File: src/rtl/ols_pkg.sv
// Shared widths, bf16 field constants and FSM encoding for output_layer_sched.
package ols_pkg;

   localparam int BF16_W     = 16;
   localparam int NRN_FANIN  = 10;
   localparam int VEC_W      = BF16_W * NRN_FANIN;
   localparam int BF16_EXP_W = 8;
   localparam int BF16_MAN_W = 7;
   localparam int BF16_SIGN  = BF16_W - 1;

   localparam logic [BF16_W-1:0] BF16_POS_ZERO = 16'h0000;
   localparam logic [BF16_W-1:0] BF16_NEG_ZERO = 16'h8000;

   typedef enum logic [2:0] {
      ST_IDLE    = 3'd0,
      ST_FETCH   = 3'd1,
      ST_LOAD    = 3'd2,
      ST_HOLD    = 3'd3,
      ST_CAPTURE = 3'd4,
      ST_DONE    = 3'd5
   } ols_state_t;

   // Magnitude (exponent + mantissa) of a bf16 word, sign stripped.
   function automatic logic [BF16_W-2:0] bf16_mag(input logic [BF16_W-1:0] v);
      return v[BF16_W-2:0];
   endfunction

endpackage

File: src/rtl/bf16_gt.sv
// Combinational a > b in bf16 signed order (sign-magnitude, -0 equals +0).
module bf16_gt
   import ols_pkg::*;
(
   input  logic [BF16_W-1:0] a,
   input  logic [BF16_W-1:0] b,
   output logic              gt
);

   logic              sa;
   logic              sb;
   logic [BF16_W-2:0] ma;
   logic [BF16_W-2:0] mb;

   assign sa = a[BF16_SIGN];
   assign sb = b[BF16_SIGN];
   assign ma = bf16_mag(a);
   assign mb = bf16_mag(b);

   always_comb begin
      gt = 1'b0;
      if (ma == '0 && mb == '0) begin
         gt = 1'b0;
      end else if (sa != sb) begin
         gt = ~sa;
      end else if (!sa) begin
         gt = (ma > mb);
      end else begin
         // Both negative: the smaller magnitude is the larger value.
         gt = (ma < mb);
      end
   end

endmodule

File: src/rtl/output_layer_sched.sv
// Time-multiplexes one external 10-input bf16 neuron across NUM_CLASSES output classes.
// Optional running argmax is built when OLS_ARGMAX_EN is defined.
module output_layer_sched
   import ols_pkg::*;
#(
   parameter int NUM_CLASSES = 10,
   parameter int HOLD_CYCLES = 5,
   parameter int ADDR_W      = 8
) (
   input  logic              clk,
   input  logic              reset,
   input  logic              start,
   output logic              ready,
   input  logic [VEC_W-1:0]  relu_in,
   input  logic              abort,
   output logic              wt_rd_en,
   output logic [ADDR_W-1:0] wt_addr,
   input  logic [VEC_W-1:0]  wt_rdata,
   output logic [VEC_W-1:0]  nrn_relu,
   output logic [VEC_W-1:0]  nrn_weight,
   input  logic [BF16_W-1:0] nrn_result,
   output logic              score_valid,
   output logic [BF16_W-1:0] score,
   output logic [7:0]        score_idx,
   output logic              done,
   output logic [7:0]        argmax_idx,
   output logic              argmax_valid
);

   localparam int              HC_W       = $clog2(HOLD_CYCLES + 1);
   localparam logic [HC_W-1:0] HOLD_LAST  = HC_W'(HOLD_CYCLES - 1);
   localparam logic [7:0]      LAST_CLASS = 8'(NUM_CLASSES - 1);

   ols_state_t      state;
   ols_state_t      state_nxt;
   logic [7:0]      class_idx;
   logic [HC_W-1:0] hold_cnt;
   logic            start_ok;
   logic            busy_abort;
   logic            score_pend;
   logic            done_q;

   assign start_ok   = (state == ST_IDLE) && start;
   assign busy_abort = (state != ST_IDLE) && abort;

   assign ready    = (state == ST_IDLE);
   assign wt_rd_en = (state == ST_FETCH);
   assign wt_addr  = wt_rd_en ? ADDR_W'(class_idx) : '0;

   // A registered score pulse is withheld if an abort lands in the cycle it would show.
   assign score_valid = score_pend && !busy_abort;
   assign done        = done_q;

   always_ff @(posedge clk) begin
      if (reset) begin
         state <= ST_IDLE;
      end else begin
         state <= state_nxt;
      end
   end

   always_comb begin
      state_nxt = state;
      if (busy_abort) begin
         state_nxt = ST_IDLE;
      end else begin
         case (state)
            ST_IDLE:    if (start) state_nxt = ST_FETCH;
            ST_FETCH:   state_nxt = ST_LOAD;
            ST_LOAD:    state_nxt = ST_HOLD;
            ST_HOLD:    if (hold_cnt == HOLD_LAST) state_nxt = ST_CAPTURE;
            ST_CAPTURE: state_nxt = (class_idx == LAST_CLASS) ? ST_DONE : ST_FETCH;
            ST_DONE:    state_nxt = ST_IDLE;
            default:    state_nxt = ST_IDLE;
         endcase
      end
   end

   always_ff @(posedge clk) begin
      if (reset) begin
         class_idx  <= '0;
         hold_cnt   <= '0;
         nrn_relu   <= '0;
         nrn_weight <= '0;
         score      <= '0;
         score_idx  <= '0;
         score_pend <= 1'b0;
         done_q     <= 1'b0;
      end else begin
         score_pend <= 1'b0;
         done_q     <= 1'b0;
         if (start_ok) begin
            nrn_relu  <= relu_in;
            class_idx <= '0;
         end
         if (!busy_abort) begin
            case (state)
               ST_LOAD: begin
                  nrn_weight <= wt_rdata;
                  hold_cnt   <= '0;
               end
               ST_HOLD: hold_cnt <= hold_cnt + 1'b1;
               ST_CAPTURE: begin
                  score      <= nrn_result;
                  score_idx  <= class_idx;
                  score_pend <= 1'b1;
                  if (class_idx != LAST_CLASS) class_idx <= class_idx + 8'd1;
               end
               ST_DONE: done_q <= 1'b1;
               default: ;
            endcase
         end
      end
   end

`ifdef OLS_ARGMAX_EN
   logic [BF16_W-1:0] best_val;
   logic [7:0]        best_idx;
   logic              new_gt;

   bf16_gt u_gt (
      .a  (nrn_result),
      .b  (best_val),
      .gt (new_gt)
   );

   // Strictly-greater replacement keeps the lowest index on ties.
   always_ff @(posedge clk) begin
      if (reset) begin
         best_val     <= BF16_POS_ZERO;
         best_idx     <= '0;
         argmax_idx   <= '0;
         argmax_valid <= 1'b0;
      end else begin
         if (start_ok) argmax_valid <= 1'b0;
         if (!busy_abort && state == ST_CAPTURE && (class_idx == '0 || new_gt)) begin
            best_val <= nrn_result;
            best_idx <= class_idx;
         end
         if (!busy_abort && state == ST_DONE) begin
            argmax_idx   <= best_idx;
            argmax_valid <= 1'b1;
         end
      end
   end
`else
   assign argmax_idx   = '0;
   assign argmax_valid = 1'b0;
`endif

endmodule

File: config.mk
export PLATFORM = sky130hd
export DESIGN_NAME = output_layer_sched
export DESIGN_NICKNAME = d
export VERILOG_FILES = /design/src/rtl/ols_pkg.sv /design/src/rtl/bf16_gt.sv /design/src/rtl/output_layer_sched.sv
export SDC_FILE = /design/constraint.sdc
export NUM_CORES = 1
export LEC_CHECK = 0
export ABC_AREA = 1
export ABC_CLOCK_PERIOD_IN_PS = 3930
export CORE_AREA = 2 2 278 280
export DETAILED_ROUTE_END_ITERATION = 10
export DIE_AREA = 0 0 280 282
export PLACE_DENSITY = 0.39
export SLEW_MARGIN = 15
export SYNTH_ARGS = -nofsm -noshare
export SYNTH_HDL_FRONTEND = slang
export SYNTH_SLANG_ARGS = --single-unit
File: constraint.sdc
create_clock -name clk -period 3.93 [get_ports clk]
set_input_delay 0.786 -clock clk [delete_from_list [all_inputs] [get_ports clk]]
set_output_delay 0.786 -clock clk [all_outputs]
set_load 0.01 [all_outputs]
==> metrics.json <==
{
  "worst_slew_pin_slew_ns": 0.915,
  "timing.final.max_slew_violations": 0,
  "coreArea_um2": 75700,
  "worstPathArrival_ns": 2.40,
  "finalSetupTns_ns": 0,
  "rr_startpoint": "state[0]",
  "hold_viol": 0,
  "worst_path_top_cell_family_by_delay": "buffers and inverters",
  "pre_cts_ws_ns": 0.743,
  "cts.sinks": 360,
  "yosysUniqueCellTypes": 28,
  "dr_total_vias": 13600,
  "yosys_warnings": 0,
  "drt_wl_total_mm": 57.6,
  "finalSetupViolCount": 0,
  "startpoint_type": "input port",
  "cts_inserted_buffers": 46,
  "cts_max_level": 2,
  "endpoint_kind": "output port",
  "fp-row-count": 101,
  "fin_skew_ns": 0.0186,
  "clockRootBuffer": "clkbuf_16",
  "die_area_um2": 79000,
  "flow.area_growth_from_synthesis_pct": 72.0,
  "critical_path_required_time_ns": 3.14,
  "first_iter_violations": 584,
  "viasPerCell": 4.11,
  "timing.final.crit_share": 0.812,
  "critPathMostFrequentCell": "clkdlybuf4s50_1",
  "cap_violations": 0,
  "synthesis.instances": 1670,
  "outcome": "finished clean",
  "fp.dieW_um": 280,
  "rrSetupSlack_ns": 1.72,
  "floorplan.initialDensity": 0.172,
  "worst-path-buf-inv": 2,
  "post_synth_instance_area_um2": 13000,
  "holdBufCountCts": 0,
  "timing.critical_path.slowest_stage_cell": "clkdlybuf4s50_1",
  "hold_path_class": "flop to flop",
  "grt_pass1_vias": 13700,
  "fin_crit_ns": 3.19,
  "power_leakage_nw": 8.43,
  "final_antenna_net_count": 0,
  "first_pass_iters": 5,
  "grt.total_usage": 0.137,
  "drcViolationCount": 0,
  "synth_seq_area_share": 0.555,
  "layout_setup_ws_ns": 0.741,
  "worst_r2r_path_depth": 6,
  "worst_setup_path_type": "input port to output port",
  "syn_area_per_cell_um2": 7.78,
  "place.gp.congestion": 0.776,
  "cts-resized-gates": 0,
  "buffer_ports.inserted": 695,
  "critical_path.cell_chain": "clkdlybuf4s50_1 -> a21boi_0 -> clkdlybuf4s50_1",
  "max_slew_margin": 0.390,
  "insertion_delay_ns": 0.56,
  "global_route.overflow_total": 0,
  "postCtsSetupBuffers": 0,
  "floorplan.io_pins": 705,
  "final_net_count": 2642,
  "critical-path-max-stage-delay_ns": 0.61,
  "startpoint": "abort",
  "final_layout_size_suffix_gt1_frac": 0.0433,
  "worst_hold_startpoint": "nrn_relu[92]",
  "grt_antenna_before_repair": 5,
  "setup_repair_after_global_routing_missed_its_margin": "false",
  "clk_pin_slew_ns": 0.05,
  "clock.fmax_ghz": 0.314,
  "r2r-end": "nrn_relu[136]",
  "worst_ir_drop_vdd_mv": 0.287,
  "die_ht_um": 282,
  "hold-path-cell-count": 2,
  "powerDensity_nw_per_um2": 482,
  "wire_per_inst_um": 17.4,
  "grt_pass1_wl_mm": 84.7,
  "maximum_number_of_pins_on_one_net_before_global_route_repair": 162,
  "crit_path_max_fanout": 4,
  "synth.ff_latch_count": 360,
  "detailed_place_hpwl_mm": 40.0,
  "cts_tree": "yes",
  "cts_buffer_depth": 3,
  "min_to": "nrn_relu[92]"
}
[per-layer routing]
layer | wire [µm] | GRT usage | vias up
met1 | 22900 | 0.154 | 6312
met3 | 6120 | 0.0634 | 72
met2 | 27100 | 0.233 | 510
met4 | 1360 | 0.0404 | 0
met5 | 0 | 0 | -
li1 | - | - | 6739
[registers in the layout (all words and copies together) (netlist names)]
register    cells
done            1
state           3
score_idx       8
score_pend      1
hold_cnt        3
nrn_relu      160
nrn_weight    160
class_idx       8
score          16
[where the power goes]
part	leakage [nW]	switching [W]	internal [W]
Combinational	4.74	0.00117	0.00113
Clock	0.751	0.00168	0.00262
Sequential	2.93	0.000172	0.00399
[placed cells by master (no fill, tap or decap), drive strengths merged]
cell / count
o21ai: 171
a21boi: 1
diode: 4
inv: 26
nand3: 173
nor2: 351
nor4: 1
conb: 9
clkinv: 8
buf: 20
clkdlybuf4s50: 693
a31oi: 2
nand2: 237
clkinvlp: 1
ha: 4
dfxtp: 360
clkbuf: 68
nor3: 3
or2: 1
o21bai: 1
nor3b: 1
bufinv: 4
nand4: 3
a21oi: 194
[logic make-up (layout without fill, tap and decap cells)]
kind of cell,count (synthesis),in the layout,share of synthesized area
buf+inv,166,820,0.0560
flops,360,360,0.555
other cells,1,13,0.000289
compound gates,369,369,0.143
fa+ha+maj,4,4,0.00385
simple gates,770,770,0.243
[per-stage QoR]
stage	instances	total power (W)	hold WS, ns	utilization	area [µm²]
6_report	3314	0.0108	0.461	0.295	22300
5_1_grt	3312	0.0114	0.479	0.295	22300
4_1_cts	3310	0.0110	0.464	0.295	22300
3_5_place_dp	3228	0.00659	0.454	0.275	20800
3_3_place_gp	3228	0.00658	0.452	0.275	20800
2_1_floorplan	1678	0.00520	0.460	-	13000
[cell type report]
cell class | instances | area (µm²)
sequential | 360 | 7210
clock inverter | 14 | 184
timing repair buffer | 713 | 7180
antenna | 4 | 10.0
multi-input combinational | 1152 | 5100
fill | 8037 | 53300
tap | 978 | 1220
clock buffer | 68 | 1350
inverter | 25 | 101
[how the worst max path moves through the flow]
stage / end / slack [ns] / cells past startpoint
after floorplan: score_valid / 2.06 / 1
after global placement: score_valid / 0.78 / 3
after CTS: wt_addr[7] / 0.66 / 4
final: score_valid / 0.74 / 3
after detailed placement: score_valid / 0.74 / 3
after global routing: wt_addr[7] / 0.53 / 4
[cell usage after synthesis]
master    count  area [µm²]
inv_2         4        15.0
nor3_1        3        15.0
nor2_1      348        1310
a31oi_1       2        12.5
o21ai_1      43         215
buf_1         8        30.0
nand2_2       1        6.26
dfxtp_1     360        7210
a21boi_0      1        7.51
nor2_2        1        6.26
nor4_1        1        6.26
nand3_1     172         861
nor3b_1       1        7.51
inv_1        21        78.8
nor2_4        2        22.5
buf_4        10        75.1
o21ai_0     128         641
o21bai_1      1        7.51
or2_2         1        6.26
conb_1        1        3.75
nand2_1     236         886
nand4_1       3        18.8
buf_2        48         240
ha_1          4        50.1
clkbuf_1     74         278
buf_6         1        11.3
nand3_2       1        10.0
a21oi_1     194         971
[worst min-delay path, stage by stage (launching register included)]
cell and delay [ns]:
dfxtp_1 0.30, nand2_1 0.06, a21oi_1 0.05
Power figures use the tool's default switching activity.
